==> src/rtl/seq_pkg.sv <==
// Shared types and constants for the instruction sequencer.
package seq_pkg;

    localparam int PC_W_DEF = 8;

    localparam logic [3:0] OP_LW   = 4'd7;
    localparam logic [3:0] OP_SW   = 4'd8;
    localparam logic [3:0] OP_JMP  = 4'd9;
    localparam logic [3:0] OP_JC   = 4'd14;
    localparam logic [3:0] OP_HALT = 4'd15;

    typedef enum logic [2:0] {
        S_IDLE,
        S_FETCH,
        S_DECODE,
        S_EXEC,
        S_MEM,
        S_WB,
        S_HALT
    } state_t;

    // Loads and stores skip the flag update and go through MEM.
    function automatic logic is_mem_op(input logic [3:0] op);
        return (op == OP_LW) || (op == OP_SW);
    endfunction

endpackage

==> src/rtl/seq_wait_timer.sv <==
// Counts consecutive cycles a memory request waits for its ack and flags
// the cycle on which the wait budget is used up.
module seq_wait_timer #(
    parameter int TIMEOUT = 15
) (
    input  logic clk,
    input  logic rst,
    input  logic clear,
    input  logic waiting,
    output logic expired
);

    localparam int CW = $clog2(TIMEOUT + 1);

    logic [CW-1:0] count;

    // The TIMEOUT-th un-acked request cycle is the last one; an ack in that
    // cycle drops 'waiting' and therefore wins over the timeout.
    assign expired = waiting && (count == CW'(TIMEOUT - 1));

    // Count waiting cycles; restart whenever the wait ends or the FSM leaves.
    always_ff @(posedge clk or negedge rst) begin
        if (!rst) begin
            count <= '0;
        end else if (clear || !waiting || expired) begin
            count <= '0;
        end else begin
            count <= count + CW'(1);
        end
    end

endmodule

==> src/rtl/instr_sequencer.sv <==
// Multi-cycle control FSM: fetches instructions, updates PC, owns the
// status register and sequences data-memory access and write-back.
//
// Handshake (imem and dmem alike): req is a registered output that rises on
// entry to the requesting state and stays high until the cycle in which ack
// is sampled high; ack may arrive in the first req cycle, and ack while req
// is low is ignored.
module instr_sequencer
    import seq_pkg::*;
#(
    parameter int PC_W     = PC_W_DEF,
    parameter int PC_RESET = 0,
    parameter int TIMEOUT  = 15
) (
    input  logic            clk,
    input  logic            rst,
    input  logic            start,
    output logic            imem_req,
    output logic [PC_W-1:0] imem_addr,
    input  logic            imem_ack,
    input  logic [15:0]     imem_rdata,
    output logic            dmem_req,
    output logic            dmem_we,
    input  logic            dmem_ack,
    input  logic [3:0]      alu_flags,
    output logic [15:0]     ir,
    output logic [PC_W-1:0] pc,
    output logic [3:0]      sr,
    output logic            rf_we,
    output logic            busy,
    output logic            halted,
    output logic            err,
    output state_t          fsm_state
);

    state_t          state;
    state_t          state_next;
    logic [3:0]      opcode;
    logic [PC_W-1:0] jump_target;
    logic            waiting;
    logic            timer_clear;
    logic            timed_out;

    assign opcode      = ir[3:0];
    assign jump_target = PC_W'(ir[11:4]);
    assign imem_addr   = pc;
    assign fsm_state   = state;

    assign waiting     = ((state == S_FETCH) && !imem_ack) ||
                         ((state == S_MEM) && !dmem_ack);
    assign timer_clear = !((state == S_FETCH) || (state == S_MEM));

    seq_wait_timer #(
        .TIMEOUT(TIMEOUT)
    ) u_wait_timer (
        .clk    (clk),
        .rst    (rst),
        .clear  (timer_clear),
        .waiting(waiting),
        .expired(timed_out)
    );

    // Next-state selection from the current state, opcode and acks.
    always_comb begin
        state_next = state;
        case (state)
            S_IDLE:   if (start) state_next = S_FETCH;
            S_FETCH: begin
                if (imem_ack)       state_next = S_DECODE;
                else if (timed_out) state_next = S_HALT;
            end
            S_DECODE: begin
                if (opcode == OP_JMP || opcode == OP_JC) state_next = S_FETCH;
                else if (opcode == OP_HALT)              state_next = S_HALT;
                else                                     state_next = S_EXEC;
            end
            S_EXEC:   state_next = is_mem_op(opcode) ? S_MEM : S_WB;
            S_MEM: begin
                if (dmem_ack)       state_next = (opcode == OP_SW) ? S_FETCH : S_WB;
                else if (timed_out) state_next = S_HALT;
            end
            S_WB:     state_next = S_FETCH;
            S_HALT:   state_next = S_HALT;
            default:  state_next = S_IDLE;
        endcase
    end

    // State, registered outputs (decoded from the next state) and datapath regs.
    always_ff @(posedge clk or negedge rst) begin
        if (!rst) begin
            state    <= S_IDLE;
            pc       <= PC_W'(PC_RESET);
            ir       <= '0;
            sr       <= '0;
            err      <= 1'b0;
            imem_req <= 1'b0;
            dmem_req <= 1'b0;
            dmem_we  <= 1'b0;
            rf_we    <= 1'b0;
            busy     <= 1'b0;
            halted   <= 1'b0;
        end else begin
            state    <= state_next;
            imem_req <= (state_next == S_FETCH);
            dmem_req <= (state_next == S_MEM);
            dmem_we  <= (state_next == S_MEM) && (opcode == OP_SW);
            rf_we    <= (state_next == S_WB);
            busy     <= !((state_next == S_IDLE) || (state_next == S_HALT));
            halted   <= (state_next == S_HALT);
            if (timed_out) err <= 1'b1;
            case (state)
                S_FETCH: begin
                    if (imem_ack) begin
                        ir <= imem_rdata;
                        pc <= pc + PC_W'(1);
                    end
                end
                S_DECODE: begin
                    if ((opcode == OP_JMP) || ((opcode == OP_JC) && (sr != 4'd0)))
                        pc <= jump_target;
                end
                S_EXEC: begin
                    if (!is_mem_op(opcode)) sr <= alu_flags;
                end
                default: ;
            endcase
        end
    end

endmodule

==> config.mk <==
export PLATFORM = sky130hd
export DESIGN_NAME = instr_sequencer
export DESIGN_NICKNAME = d
export VERILOG_FILES = /design/src/rtl/seq_pkg.sv /design/src/rtl/seq_wait_timer.sv /design/src/rtl/instr_sequencer.sv
export SDC_FILE = /design/constraint.sdc
export NUM_CORES = 1
export LEC_CHECK = 0
export ABC_CLOCK_PERIOD_IN_PS = 1700
export BUFFER_PORTS_ARGS = -buffer_cell sky130_fd_sc_hd__buf_2
export CORE_MARGIN = 4
export CORE_UTILIZATION = 39
export CTS_BUF_LIST = sky130_fd_sc_hd__clkbuf_8 sky130_fd_sc_hd__clkbuf_16
export DETAILED_ROUTE_END_ITERATION = 16
export GPL_ROUTABILITY_DRIVEN = 1
export PLACE_DENSITY = 0.69
export SLEW_MARGIN = 15
export SYNTH_ARGS = -nofsm -noshare
export SYNTH_HDL_FRONTEND = slang
export SYNTH_SLANG_ARGS = --single-unit
==> constraint.sdc <==
create_clock -name clk -period 1.7 [get_ports clk]
set_input_delay 0.425 -clock clk [delete_from_list [all_inputs] [get_ports clk]]
set_output_delay 0.425 -clock clk [all_outputs]
set_load 0.03 [all_outputs]
=== After elaboration in Yosys (flattened, before gate mapping) ===
Index checks and enable logic that the tools add are counted.

* Bits in registers: 42
* Bits in latches: 0
* RAM bits: 0
* ROM bits: 0
* Bits of input ports: 25
* Output and inout bits: 46
* Memories: 0

* Add/sub/neg operators: 2
* $mul: 0
* Divide/modulo/power cells: 0
* Order comparisons: 0
* Equal/unequal tests: 18
* Shifts and indexed selects: 0
* Mux-type cells: 13
* Bitwise operators: 1
* Reductions and logical operators: 25

{| class="wikitable"
|+ Operators with widths
! kind !! number
|-
| 3-bit two-way mux || 7
|-
| 3-bit case mux with 7 select lines || 1
|-
| 4-bit equality test, second input constant || 5
|-
| 3-bit equality test, second input constant || 6
|-
| 8-bit two-way mux || 2
|-
| 8-bit case mux with 2 select lines || 1
|-
| 8-bit by 1-bit adder with 8-bit output, second input constant || 1
|-
| 1-bit logical OR || 8
|-
| 3-bit by 1-bit equality test with 1-bit output, second input constant || 2
|-
| 3-bit by 2-bit equality test with 1-bit output, second input constant || 2
|-
| 3-bit logical NOT || 2
|-
| 1-bit logical AND || 5
|-
| 1-bit logical NOT || 5
|-
| 4-bit by 1-bit adder with 4-bit output, second input constant || 1
|-
| 4-bit by 3-bit equality test with 1-bit output, second input constant || 1
|-
| 4-bit two-way mux || 1
|-
| 2-bit != test, second input constant || 2
|-
| 2-bit AND reduction || 2
|-
| 4-bit nonzero test || 1
|-
| 3-bit AND reduction || 1
|-
| 2-bit nonzero test || 1
|-
| 1-bit two-way mux || 1
|-
| 1-bit inverter || 1
|}

=== Longest topological paths before layout ===
* Depth after elaboration: 10
* Gate-level depth with buffers: 7
* Depth with buffers taken out: 7

=== Modules after synthesis ===
From an unflattened synthesis, not the netlist that was laid out.

* Cells, all modules: 219
* Area, all modules: 2102.0 sq um

{| class="wikitable"
|+ Modules (own cells, without submodules)
! module !! instances !! cells an instance !! area an instance (sq um) !! sequential area each (sq um)
|-
| instr_sequencer || 1 || 201 || 1906.8 || 950.9
|-
| seq_wait_timer || 1 || 18 || 195.2 || 100.1
|}

=== Least setup slack after synthesis ===
Ideal clock, no wire load.

* Kind: reg-to-reg
* From: register ir[1]
* To: register busy
* Library setup time: 118 ps
* Arrival time: 1701 ps
* Setup slack: -119 ps
* Stages on the path, launching flop included: 6
* Buffers on the path: 0
* Clock period less this slack: 1819 ps
* Path through: dfrtp_1 -> or4b_4 -> o22a_1 -> o21a_2 -> xnor2_1 -> a21o_1

* Cells in the longest elaborated chain, start to end: 7

{| class="wikitable"
|+ RTL lines
! item !! RTL line !! RTL
|-
| from (decl) || instr_sequencer.sv:26 || <nowiki>output logic [15:0] ir,</nowiki>
|-
| from (signal assigned) || instr_sequencer.sv:114 || <nowiki>ir <= imem_rdata;</nowiki>
|-
| 4-bit equality test, or another cell as far along || instr_sequencer.sv:74 || <nowiki>else if (opcode == OP_HALT) state_next = S_HALT;</nowiki>
|-
| 3-bit two-way mux, or another cell as far along || instr_sequencer.sv:74 ||
|-
| 3-bit two-way mux, or another cell as far along || instr_sequencer.sv:73 || <nowiki>if (opcode == OP_JMP || opcode == OP_JC) state_next = S_FETCH;</nowiki>
|-
| 3-bit case mux with 7 select lines (*) || instr_sequencer.sv:66 || <nowiki>case (state)</nowiki>
|-
| 3-bit equality test or 3-bit logical NOT (tied branches) || instr_sequencer.sv:108 || <nowiki>busy <= !((state_next == S_IDLE) || (state_next == S_HALT));</nowiki>
|-
| 1-bit logical OR (*) || instr_sequencer.sv:108 ||
|-
| 1-bit logical NOT (*) || instr_sequencer.sv:108 ||
|-
| to (signal assigned) || instr_sequencer.sv:108 ||
|-
| to (decl) || instr_sequencer.sv:30 || <nowiki>output logic busy,</nowiki>
|}

Every way passes the cells marked *; elsewhere a longest branch is shown, timed or not.
A chain may end at the register's enable or synchronous reset.

=== Final worst setup path ===
* From: register ir[0]
* To: register busy

Same word-level chain as after synthesis.

==> results.md <==
* Fin Setup TNS at 0 ns
* Clock-pin slew on the worst setup and hold paths at around 0.08 ns
* Area Growth Syn to Fin at 31.4%
* Post-Synthesis Cells at 175
* Cell area after synthesis at approximately 2000 sq um
* Dominant register cell in the synthesized netlist: dfrtp_1
* Post-Synthesis Mean Instance Area at between 10 and 15 sq um
* Vias after detailed routing at roughly 1,600
* Maximum resistive drop on vdd at between 1000 and 1500 uV
* Routed WL per cell at between 10 and 15 microns
* CP bufs+invs at 0
* CTS Root Cell: clkbuf_8
* Total wire length after detailed routing at ~4300 microns
* Starting DRC count in detailed routing at between 100 and 150
* GRT Util Overall at 0.143
* Number of port buffers at 70
* Final setup vio count at 0
* Kind of capture point of the worst setup path: flop
* RSZ-0062 raised after global routing: yes
* Pre-CTS setup slack at around 0.014 ns
* CTS Buf Count at 5
* Footprint of the flip-flops and latches at 1060 sq um
* Share of cells above drive strength 1 at 0.524
* Commonest cells post-synth: 42 x dfrtp_1, 20 x mux2_2, 17 x nor2_1, 11 x buf_4, 8 x nand3_1
* Number of nets still failing antenna checks after routing at 0
* Maximum single-stage delay on the critical path at between 0.5 and 0.6 ns
* Total inserted antenna cells at 0
* I/O pin total at between 70 and 80
* CP Cell Sequence: or4b_4, o22a_1, o21a_2, xnor2_1, a21o_1
* Min Hold Slack at 0.0771 ns
* Count of maximum capacitance violations at 0
* CP Data Required Time at approximately 1.9 ns
* Number of inserted filler cells in the final layout at ~440
* Total nets after synthesis at a little over 200
* Time the worst path needs with I/O delays and setup at roughly 1.7 ns
* Row count at 25
* Highest clock frequency the design can meet at between 500 and 600 MHz
* Largest area contributor in the netlist: dfrtp_1
* Detail Placement HPWL at roughly 3200 microns
* Final clock period utilization by the worst path at 0.997
* Crit path max fanout at 6
* Placeable Area at roughly 4800 sq um
* Worst Max-Slew Pin Slew at between 0.3 and 0.4 ns
* Avg Vias per Cell at slightly below 5
* Number of antenna violations at the first check in global routing at 0
* Number of gates on the worst path with buffers counted at 5
* CTS tree: built
* EDFF count, synth at 0
* Final layout net count at around 280
* Worst R2R Path Depth at 5
* Outcome: finished, final reports clean
* Max-slew headroom at 0.743
* CTS Hold Buffers Added at 0
* DRC errors left at 0
* Effective utilization at floorplan at 0.413
* Number of buffers on the longest clock path at 2
* Final Cell Area at around 2600 sq um
* Die Y at ~80 microns
* Sinks on the clock net at 42
* Number of warnings issued by yosys at 0
* Number of distinct library cell variants in the gate-level netlist after synthesis at 40
* Family with the most delay on the worst path: simple AND/OR/NAND/NOR gates
* Synth top area share at 0.525
* Worst-Skew Late Latency at between 0.2 and 0.3 ns
* Seq cells post-synth at 42
* Area used by multi-input combinational logic at 873 sq um
* Top post-synthesis cells by area: dfrtp_1 52%, mux2_2 11%, buf_4 4.1%, nor2_1 3.2%, o22a_1 2.6%
* Via count of the first global-routing pass at 1,462
* Overall overflow remaining after global route at 0
* Reg2reg setup slack at roughly 0.0047 ns
* Final number of hold-violating endpoints at 0
* Die footprint at around 6300 sq um
* Fin util at 0.543
* Standard cell with the maximum stage delay on the critical path: or4b_4
* Cell area after placement at around 2500 sq um
* Power per standard cell area at about 2200 nW/um^2
* Clock tree skew after final layout at around 0.0039 ns
* Critical path class: reg -> reg
* Asr flop ratio synth at 1.00
* Max Slew Vio Count at 0
* Path class of the lowest-slack min-delay path: in -> async
* X dimension of the die at roughly 80 microns
* Most instantiated library cell after synthesis: dfrtp_1
* Worst path arrival time at ~1.9 ns
* Final GP Congestion at between 0.7 and 0.8
* Leakage power total at 0.00126 uW
* Worst path setup slack after routing at between 0.004 and 0.005 ns
* Number of iterations in the first detailed-routing pass at 4
* Startpoint types: flop
* Portion of the post-synthesis area used by sequential elements at 0.525
* Wire length of the first global-routing pass at ~7000 microns
* Pin count of the biggest net entering global routing at 43
* CTS HTree Levels at 2
[power by group]
group	leakage [uW]	total [uW]	internal (uW)	switching, uW
Sequential	0.000510	1890	1460	429
Clock	0.0000579	775	432	343
Combinational	0.000690	3120	1190	1920
Total	0.00126	5780	3080	2700
[worst register-to-register path: stages (launching register included)]
cell	delay (ns)
dfrtp_2	0.44
or4b_4	0.54
o22a_1	0.18
o21a_2	0.14
xnor2_1	0.13
a21o_1	0.16
[cells by family (layout without fill, tap and decap cells)]
family,after synthesis,after routing,share of synthesized area
XOR/XNOR,3,3,0.0131
multiplexers,21,21,0.117
adder cells (fa/ha/maj),3,3,0.0187
buffers and inverters,19,98,0.0575
AND/OR/NAND/NOR,53,53,0.142
AO/OA/AOI/OAI,34,34,0.127
flip-flops,42,42,0.525
[stage by stage]
stage	std cells	total power, uW
3_3_place_gp	311	4910
2_1_floorplan	175	4100
5_1_grt	321	6160
6_report	321	5780
3_5_place_dp	311	4950
4_1_cts	319	5740
[layout by cell type, fill, tap and decap left out, types with 3 or more instances in the layout]
| master | count |
|---|---|
| o21ai_0 | 5 |
| buf_4 | 13 |
| nand2_1 | 6 |
| ha_1 | 3 |
| mux2_2 | 20 |
| nor3_1 | 3 |
| inv_1 | 5 |
| o22a_1 | 6 |
| a31oi_1 | 3 |
| and3_1 | 3 |
| nor2_1 | 16 |
| nand3_1 | 8 |
| dfrtp_2 | 6 |
| buf_2 | 70 |
| dfrtp_1 | 36 |
| a21oi_1 | 6 |
| clkbuf_8 | 5 |
[state kept, by name, indices dropped and copies added, names as in the netlist]
name / flops
halted: 1
imem_addr: 8
imem_req: 1
sr: 4
err: 1
ir: 16
u_wait_timer.count: 4
fsm_state: 3
busy: 1
dmem_req: 1
dmem_we: 1
rf_we: 1
[layer usage]
| metal | routed length (microns) | up-vias | GRT usage |
|---|---|---|---|
| met4 | 89 | 0 | 0.0584 |
| met5 | 0 | - | 0 |
| met1 | 1950 | 730 | 0.193 |
| met3 | 259 | 7 | 0.0418 |
| met2 | 2040 | 45 | 0.214 |
| li1 | - | 779 | - |
[cell type report]
type | count | area share
clock buffer | 5 | 0.0262
clock inverter | 3 | 0.0152
inverter | 5 | 0.00713
multi-input combinational | 114 | 0.332
sequential | 42 | 0.402
tap | 67 | 0.0319
timing repair buffer | 85 | 0.185
[final timing paths]
path	start	endpoint
max	ir[0]$_DFFE_PN0P_	busy$_DFF_PN0_
min	rst	sr[2]$_DFFE_PN0P_
max reg2reg	ir[0]$_DFFE_PN0P_	busy$_DFF_PN0_
min reg2reg	err$_DFFE_PN0P_	err$_DFFE_PN0P_
max in group asynchronous	rst	fsm_state[0]$_DFF_PN0_
min in group clk	imem_rdata[8]	ir[8]$_DFFE_PN0P_
[timing repair]
item / CTS / global route
resized for setup: 1 / 8
setup buffers: 0 / 2
pin swaps: 0 / 1
setup endpoints to repair: 1 / 14
No activity file was read; power rests on OpenSTA's default activity.
